**src/rtl/onehot_seq_pkg.sv**
```systemverilog
// +----------------------------------------------------------------------------+
// | onehot_seq_pkg : shared mode encodings for the one-hot decode sequencer    |
// | Rev 1.0                                                                    |
// +----------------------------------------------------------------------------+
`default_nettype none

package onehot_seq_pkg;

  typedef enum logic [1:0] {
    MODE_DECODE    = 2'b00,
    MODE_SCAN_UP   = 2'b01,
    MODE_SCAN_DOWN = 2'b10,
    MODE_HOLD      = 2'b11
  } mode_e;

endpackage

`default_nettype wire

```
**src/rtl/onehot_enc.sv**
```systemverilog
// +----------------------------------------------------------------------------+
// | onehot_enc : combinational binary index to one-hot vector encoder         |
// | Rev 1.0                                                                    |
// +----------------------------------------------------------------------------+
`default_nettype none

module onehot_enc #(
  parameter int SEL_W = 3
) (
  input  logic [SEL_W-1:0]      i_index,
  output logic [2**SEL_W-1:0]   o_onehot
);

  genvar gi;
  generate
    for (gi = 0; gi < 2**SEL_W; gi++) begin : g_bit
      assign o_onehot[gi] = (i_index == SEL_W'(gi));
    end
  endgenerate

endmodule

`default_nettype wire

```
**src/rtl/onehot_decode_sequencer.sv**
```systemverilog
// +----------------------------------------------------------------------------+
// | onehot_decode_sequencer : registered one-hot select driver with a direct  |
// | decode mode and an up/down scan sequencer with programmable limit / rate  |
// | Rev 1.0                                                                    |
// +----------------------------------------------------------------------------+
`default_nettype none

module onehot_decode_sequencer
  import onehot_seq_pkg::*;
#(
  parameter int SEL_W      = 3,
  parameter int SCAN_DIV   = 4,
  parameter bit ACTIVE_LOW = 1'b0
) (
  input  logic                 clk,
  input  logic                 rst_n,
  input  logic                 enable,
  input  logic [1:0]           mode,
  input  logic [SEL_W-1:0]     select,
  input  logic                 load,
  input  logic [SEL_W-1:0]     limit,
  output logic [2**SEL_W-1:0]  out,
  output logic [SEL_W-1:0]     index,
  output logic                 wrap,
  output logic                 active
);

  localparam int                 c_NUM_OUT  = 2**SEL_W;
  localparam int                 c_DIV_W    = (SCAN_DIV > 1) ? $clog2(SCAN_DIV) : 1;
  localparam logic [c_DIV_W-1:0] c_DIV_LAST = c_DIV_W'(SCAN_DIV - 1);
  localparam logic [c_DIV_W-1:0] c_CNT_ONE  = c_DIV_W'(1);
  localparam logic [SEL_W-1:0]   c_IDX_ONE  = SEL_W'(1);
  localparam logic [c_NUM_OUT-1:0] c_INACTIVE = {c_NUM_OUT{ACTIVE_LOW}};

  logic [SEL_W-1:0]     r_index;
  logic [c_DIV_W-1:0]   r_div_cnt;
  logic                 r_wrap;
  logic                 r_active;
  logic [c_NUM_OUT-1:0] r_out;
  logic [1:0]           r_mode_prev;
  logic                 r_mode_vld;

  logic [SEL_W-1:0]     w_index_nxt;
  logic [c_DIV_W-1:0]   w_cnt_nxt;
  logic                 w_wrap_nxt;
  logic [SEL_W-1:0]     w_clamped;
  logic                 w_mode_chg;
  logic [c_NUM_OUT-1:0] w_onehot;
  logic [c_NUM_OUT-1:0] w_out_nxt;

  always_comb begin
    w_index_nxt = r_index;
    w_cnt_nxt   = '0;
    w_wrap_nxt  = 1'b0;
    w_clamped   = (select > limit) ? limit : select;
    // The mode seen before reset is unknown, so the first edge after reset never counts as a change.
    w_mode_chg  = r_mode_vld && (mode != r_mode_prev);

    if (enable) begin
      case (mode_e'(mode))
        MODE_DECODE: w_index_nxt = select;
        MODE_HOLD: begin
          if (load) w_index_nxt = w_clamped;
        end
        default: begin
          if (load) begin
            w_index_nxt = w_clamped;
          end else if (!w_mode_chg) begin
            if (r_div_cnt == c_DIV_LAST) begin
              if (mode == MODE_SCAN_UP) begin
                if (r_index >= limit) begin
                  w_index_nxt = '0;
                  w_wrap_nxt  = 1'b1;
                end else begin
                  w_index_nxt = r_index + c_IDX_ONE;
                end
              end else begin
                // A limit lowered under a running scan pulls the index back without a wrap.
                if (r_index > limit) begin
                  w_index_nxt = limit;
                end else if (r_index == '0) begin
                  w_index_nxt = limit;
                  w_wrap_nxt  = 1'b1;
                end else begin
                  w_index_nxt = r_index - c_IDX_ONE;
                end
              end
            end else begin
              w_cnt_nxt = r_div_cnt + c_CNT_ONE;
            end
          end
        end
      endcase
    end

    w_out_nxt = enable ? (w_onehot ^ c_INACTIVE) : c_INACTIVE;
  end

  onehot_enc #(
    .SEL_W    (SEL_W)
  ) u_enc (
    .i_index  (w_index_nxt),
    .o_onehot (w_onehot)
  );

  always_ff @(posedge clk or negedge rst_n) begin
    if (!rst_n) begin
      r_index     <= '0;
      r_div_cnt   <= '0;
      r_wrap      <= 1'b0;
      r_active    <= 1'b0;
      r_out       <= c_INACTIVE;
      r_mode_prev <= MODE_DECODE;
      r_mode_vld  <= 1'b0;
    end else begin
      r_index     <= w_index_nxt;
      r_div_cnt   <= w_cnt_nxt;
      r_wrap      <= w_wrap_nxt;
      r_active    <= enable;
      r_out       <= w_out_nxt;
      r_mode_prev <= mode;
      r_mode_vld  <= 1'b1;
    end
  end

  assign out    = r_out;
  assign index  = r_index;
  assign wrap   = r_wrap;
  assign active = r_active;

endmodule

`default_nettype wire

```
**config.mk**
```make
export PLATFORM = sky130hd
export DESIGN_NAME = onehot_decode_sequencer
export DESIGN_NICKNAME = d
export VERILOG_FILES = /design/src/rtl/onehot_seq_pkg.sv /design/src/rtl/onehot_enc.sv /design/src/rtl/onehot_decode_sequencer.sv
export SDC_FILE = /design/constraint.sdc
export NUM_CORES = 1
export LEC_CHECK = 0
export CELL_PAD_IN_SITES_DETAIL_PLACEMENT = 2
export CELL_PAD_IN_SITES_GLOBAL_PLACEMENT = 2
export CORE_UTILIZATION = 33
export CTS_BUF_LIST = sky130_fd_sc_hd__clkbuf_4
export DETAILED_ROUTE_END_ITERATION = 8
export PLACE_DENSITY_LB_ADDON = 0.1
export SLEW_MARGIN = 0
export SYNTH_ARGS = -nofsm -noshare
export SYNTH_HDL_FRONTEND = slang
export SYNTH_SLANG_ARGS = --single-unit
```
**constraint.sdc**
```tcl
create_clock -name clk -period 2.7 [get_ports clk]
set_input_delay 0.54 -clock clk [delete_from_list [all_inputs] [get_ports clk]]
set_output_delay 0.54 -clock clk [all_outputs]
set_load 0.02 [all_outputs]
```
==> implementation parameters <==
Parameter                              Value

Status
  Result of the run    complete, but fails checks
  Violated checks    negative setup slack

Placement
  Placed wire-length estimate after detailed placement    3.267 mm
  Setup slack at placement    -442.0 ps
  Number of buffer cells added on primary ports    24
  Final RePlAce weighted congestion    0.8543

Clock tree
  CTS H-tree depth    1
  TritonCTS Buffers    3
  TritonCTS sink count    18
  Clk Latency, worst-skew pair    300 ps
  Hold-fix buffer count after cts    0
  Buffer depth of the longest clock path    2
  Clock tree from TritonCTS    done
  CTS root buf    sky130_fd_sc_hd__clkbuf_4
  Clock transition at the registers of the reported paths    100 ps

Layout
  Number of diodes added for antenna fixing    0
  Fillers    400
  Util after Layout    50.81%
  Share of layout cells above drive strength 1    28.42%
  Area overhead of the layout relative to synthesis    46.22%
  Most used cells in the layout excluding fill and tap cells    23 x sky130_fd_sc_hd__buf_4, 21 x sky130_fd_sc_hd__clkdlybuf4s50_1, 18 x sky130_fd_sc_hd__dfrtp_1
  Multi-input combinational cell area    894.6 um^2
  Area of all sequential standard cells    450.4 um^2
  Commonest non-fill, non-tap cell in the layout    sky130_fd_sc_hd__buf_4
  Total Nets Final    209

Floorplan
  Floorplan die height    64.55 um
  Die X-Extent    64.55 um
  Floorplan row count    22
  Core area    3716 um^2
  Die footprint    4167 um^2
  Number of top-level pins    25
  Initial Utilization    34.75%

Timing
  Final count of pins violating max slew    0
  Minimum setup slack in the final design    -6.106 ps
  # setup viols final    2
  Worst-case clock skew    3.322 ps
  Max Clock Freq    0.3695 GHz
  Slew at the pin closest to its max-slew limit    797.4 ps
  Count of final hold-check violations    0
  Crit share post-route    100.2%
  Remaining max-slew budget at the tightest pin    46.67%
  Final period demand of the worst path    2706 ps
  Setup_tns    -8.006 ps

Hold path
  HP Start    r_div_cnt[0]
  Type of the tightest min-delay check    register to register
  Endpoint of the worst hold path    r_div_cnt[0]
  Cell depth of the worst min-delay path    1

Synthesis
  Warnings, synthesis    0
  Async S/R FF share, synth    100.0%
  Number of instances in the synthesized netlist    132
  Count of state elements after synthesis    18
  Sequential area share after synthesis    34.88%
  Syn Nets    157
  Area of the mapped netlist    1291 um^2
  Most area-consuming cells after synthesis    sky130_fd_sc_hd__dfrtp_1 35%, sky130_fd_sc_hd__ha_1 13%, sky130_fd_sc_hd__nand2_1 3.5%
  Fraction of synthesized cell area taken by the top area cell type    34.88%
  Average cell area after synthesis    9.782 um^2
  Cell taking the most area after synthesis    sky130_fd_sc_hd__dfrtp_1
  Number of different library cells in the post-synthesis netlist    45
  Most used flip-flop cell after synthesis    sky130_fd_sc_hd__dfrtp_1
  Number of enable-type register cells in the synthesized netlist    0

Run
  Max-cap violations    0

Critical path
  Crit path capture type    register
  Worst Path Max Fanout    9
  Data required time at the worst endpoint    2890 ps
  CP Launch Type    primary input
  Crit Path Category    primary input to register
  R2r startpoint    index[0]
  Logic depth of the worst setup path including buffers    11
  Worst R2R Path Depth    9
  Total buffers and inverters traversed by the critical path    3
  Endpoint of the worst-slack reg-to-reg timing path    out[1]
  Maximum single-stage delay on the critical path    540 ps
  Timing startpoint of the critical path    select[1]
  Critical Path, Cell by Cell    clkdlybuf4s50_1, ha_4, nand2b_1, a21bo_1, nand2b_1, buf_4, buf_4, o2111ai_1, a211o_1, o2111ai_4, nor3b_4
  Slowest cell on the critical path    sky130_fd_sc_hd__clkdlybuf4s50_1
  Reg2Reg Setup Slack    180 ps
  Data arrival time of the worst path    2900 ps
  Top cell family by delay on the critical path    compound AO/OA/AOI/OAI gates

Routing
  Via Count    1241
  Total routed wirelength    4.560 mm
  Count of antenna-violating nets left after detailed routing    0
  Violation count after the first detailed-routing iteration    84
  DRC violation count after routing    0
  Avg WL per Cell    19.74 um
  First-pass iteration count of the detailed router    4
  Number of vias per cell    5.372

Global route
  GRT Overall Usage    22.19%
  Global-route wire length before repair    6.955 mm
  Pin count of the biggest net entering global routing    19
  Sum of overflow across all layers after global routing    0
  Via count of the first global-routing pass    1378
  Antenna violations before repair    0

Power and ir drop
  Total power density per cell area    484.0 nW/um^2
  Peak supply drop    0.2155 mV
  Leak    0.8285 nW
[cell families (layout without fill, tap and decap cells)]
kind of cell	Yosys count	in the layout	share of synthesized area [%]
compound gates	30	30	18.60
fa+ha+maj	13	13	12.60
simple gates	50	50	23.64
other cells	1	1	0.2904
buf+inv	12	63	3.683
mux	5	5	4.263
xor+xnor	3	3	2.035
flops	18	18	34.88
[synthesized netlist by cell type, types with 3 or more instances]
| library cell | n |
|---|---|
| sky130_fd_sc_hd__a21oi_1 | 3 |
| sky130_fd_sc_hd__dfrtp_1 | 18 |
| sky130_fd_sc_hd__ha_1 | 13 |
| sky130_fd_sc_hd__inv_1 | 11 |
| sky130_fd_sc_hd__mux2i_1 | 4 |
| sky130_fd_sc_hd__nand2_1 | 12 |
| sky130_fd_sc_hd__nand2b_1 | 4 |
| sky130_fd_sc_hd__nand3b_1 | 3 |
| sky130_fd_sc_hd__nor2_1 | 5 |
| sky130_fd_sc_hd__nor2b_1 | 4 |
| sky130_fd_sc_hd__nor3_1 | 3 |
| sky130_fd_sc_hd__nor3b_2 | 3 |
| sky130_fd_sc_hd__o2111ai_1 | 4 |
| sky130_fd_sc_hd__o21ai_0 | 4 |
| sky130_fd_sc_hd__xor2_1 | 3 |
[how the worst max path moves through the flow]
stage	end	slack [ps]
after global routing	out[6]	-90
after CTS	out[1]	30
after detailed placement	out[5]	-440
final	out[5]	-6
after global placement	out[1]	-350
after floorplan	out[1]	310
[what timing repair did]
| action | 4_1_cts | 5_1_grt |
|---|---|---|
| gates resized for setup | 14 | 3 |
| setup buffers | 2 | 0 |
| endpoints found under the setup margin | 8 | 6 |
| pin swaps | 8 | 5 |
[metrics by stage]
stage	hold WS (ps)	total power [mW]	instance area [um^2]	instances
floorplan	244.4	0.5408	1291	132
global placement	427.5	0.7004	1749	225
detailed placement	463.7	0.7222	1749	225
CTS	477.4	0.8959	1863	231
global route	512.3	0.9660	1888	231
finish	465.6	0.9139	1888	231
[routing by layer]
metal	global-route usage [%]	share of wire, %	vias up
met4	5.278	1.5	0
met1	26.94	42	633
met5	0	0	-
met2	39.61	54	28
met3	4.754	3.1	6
li1	-	-	574
[worst reg2reg max path: stages (launching register included)]
cell and delay (ps):
sky130_fd_sc_hd__dfrtp_1 390, sky130_fd_sc_hd__inv_1 150, sky130_fd_sc_hd__ha_1 270, sky130_fd_sc_hd__and3_1 190, sky130_fd_sc_hd__a21oi_2 180, sky130_fd_sc_hd__mux2i_1 210, sky130_fd_sc_hd__o2111ai_1 170, sky130_fd_sc_hd__a221o_1 410
sky130_fd_sc_hd__or2_4 280, sky130_fd_sc_hd__nor3b_2 190
[state kept, by name, summed over array words and instances (netlist names)]
register	count
wrap	1
r_div_cnt	2
out	8
active	1
r_mode_prev	2
r_mode_vld	1
index	3
[area by class of cell]
| class | count | share of cell area, % |
|---|---|---|
| Clock buffer | 3 | 1.193 |
| Inverter | 12 | 2.518 |
| Timing Repair Buffer | 47 | 21.67 |
| Sequential cell | 18 | 23.86 |
| Clock inverter | 1 | 0.1988 |
| Multi-Input combinational cell | 102 | 47.38 |
| Tap cell | 48 | 3.181 |
[power breakdown]
| group | internal (mW) | total [mW] | switching [mW] |
|---|---|---|---|
| logic | 0.217 | 0.464 | 0.247 |
| registers | 0.292 | 0.310 | 0.0178 |
| clock network | 0.0540 | 0.141 | 0.0867 |
| total | 0.562 | 0.914 | 0.352 |
Power figures use the tool's default switching activity.
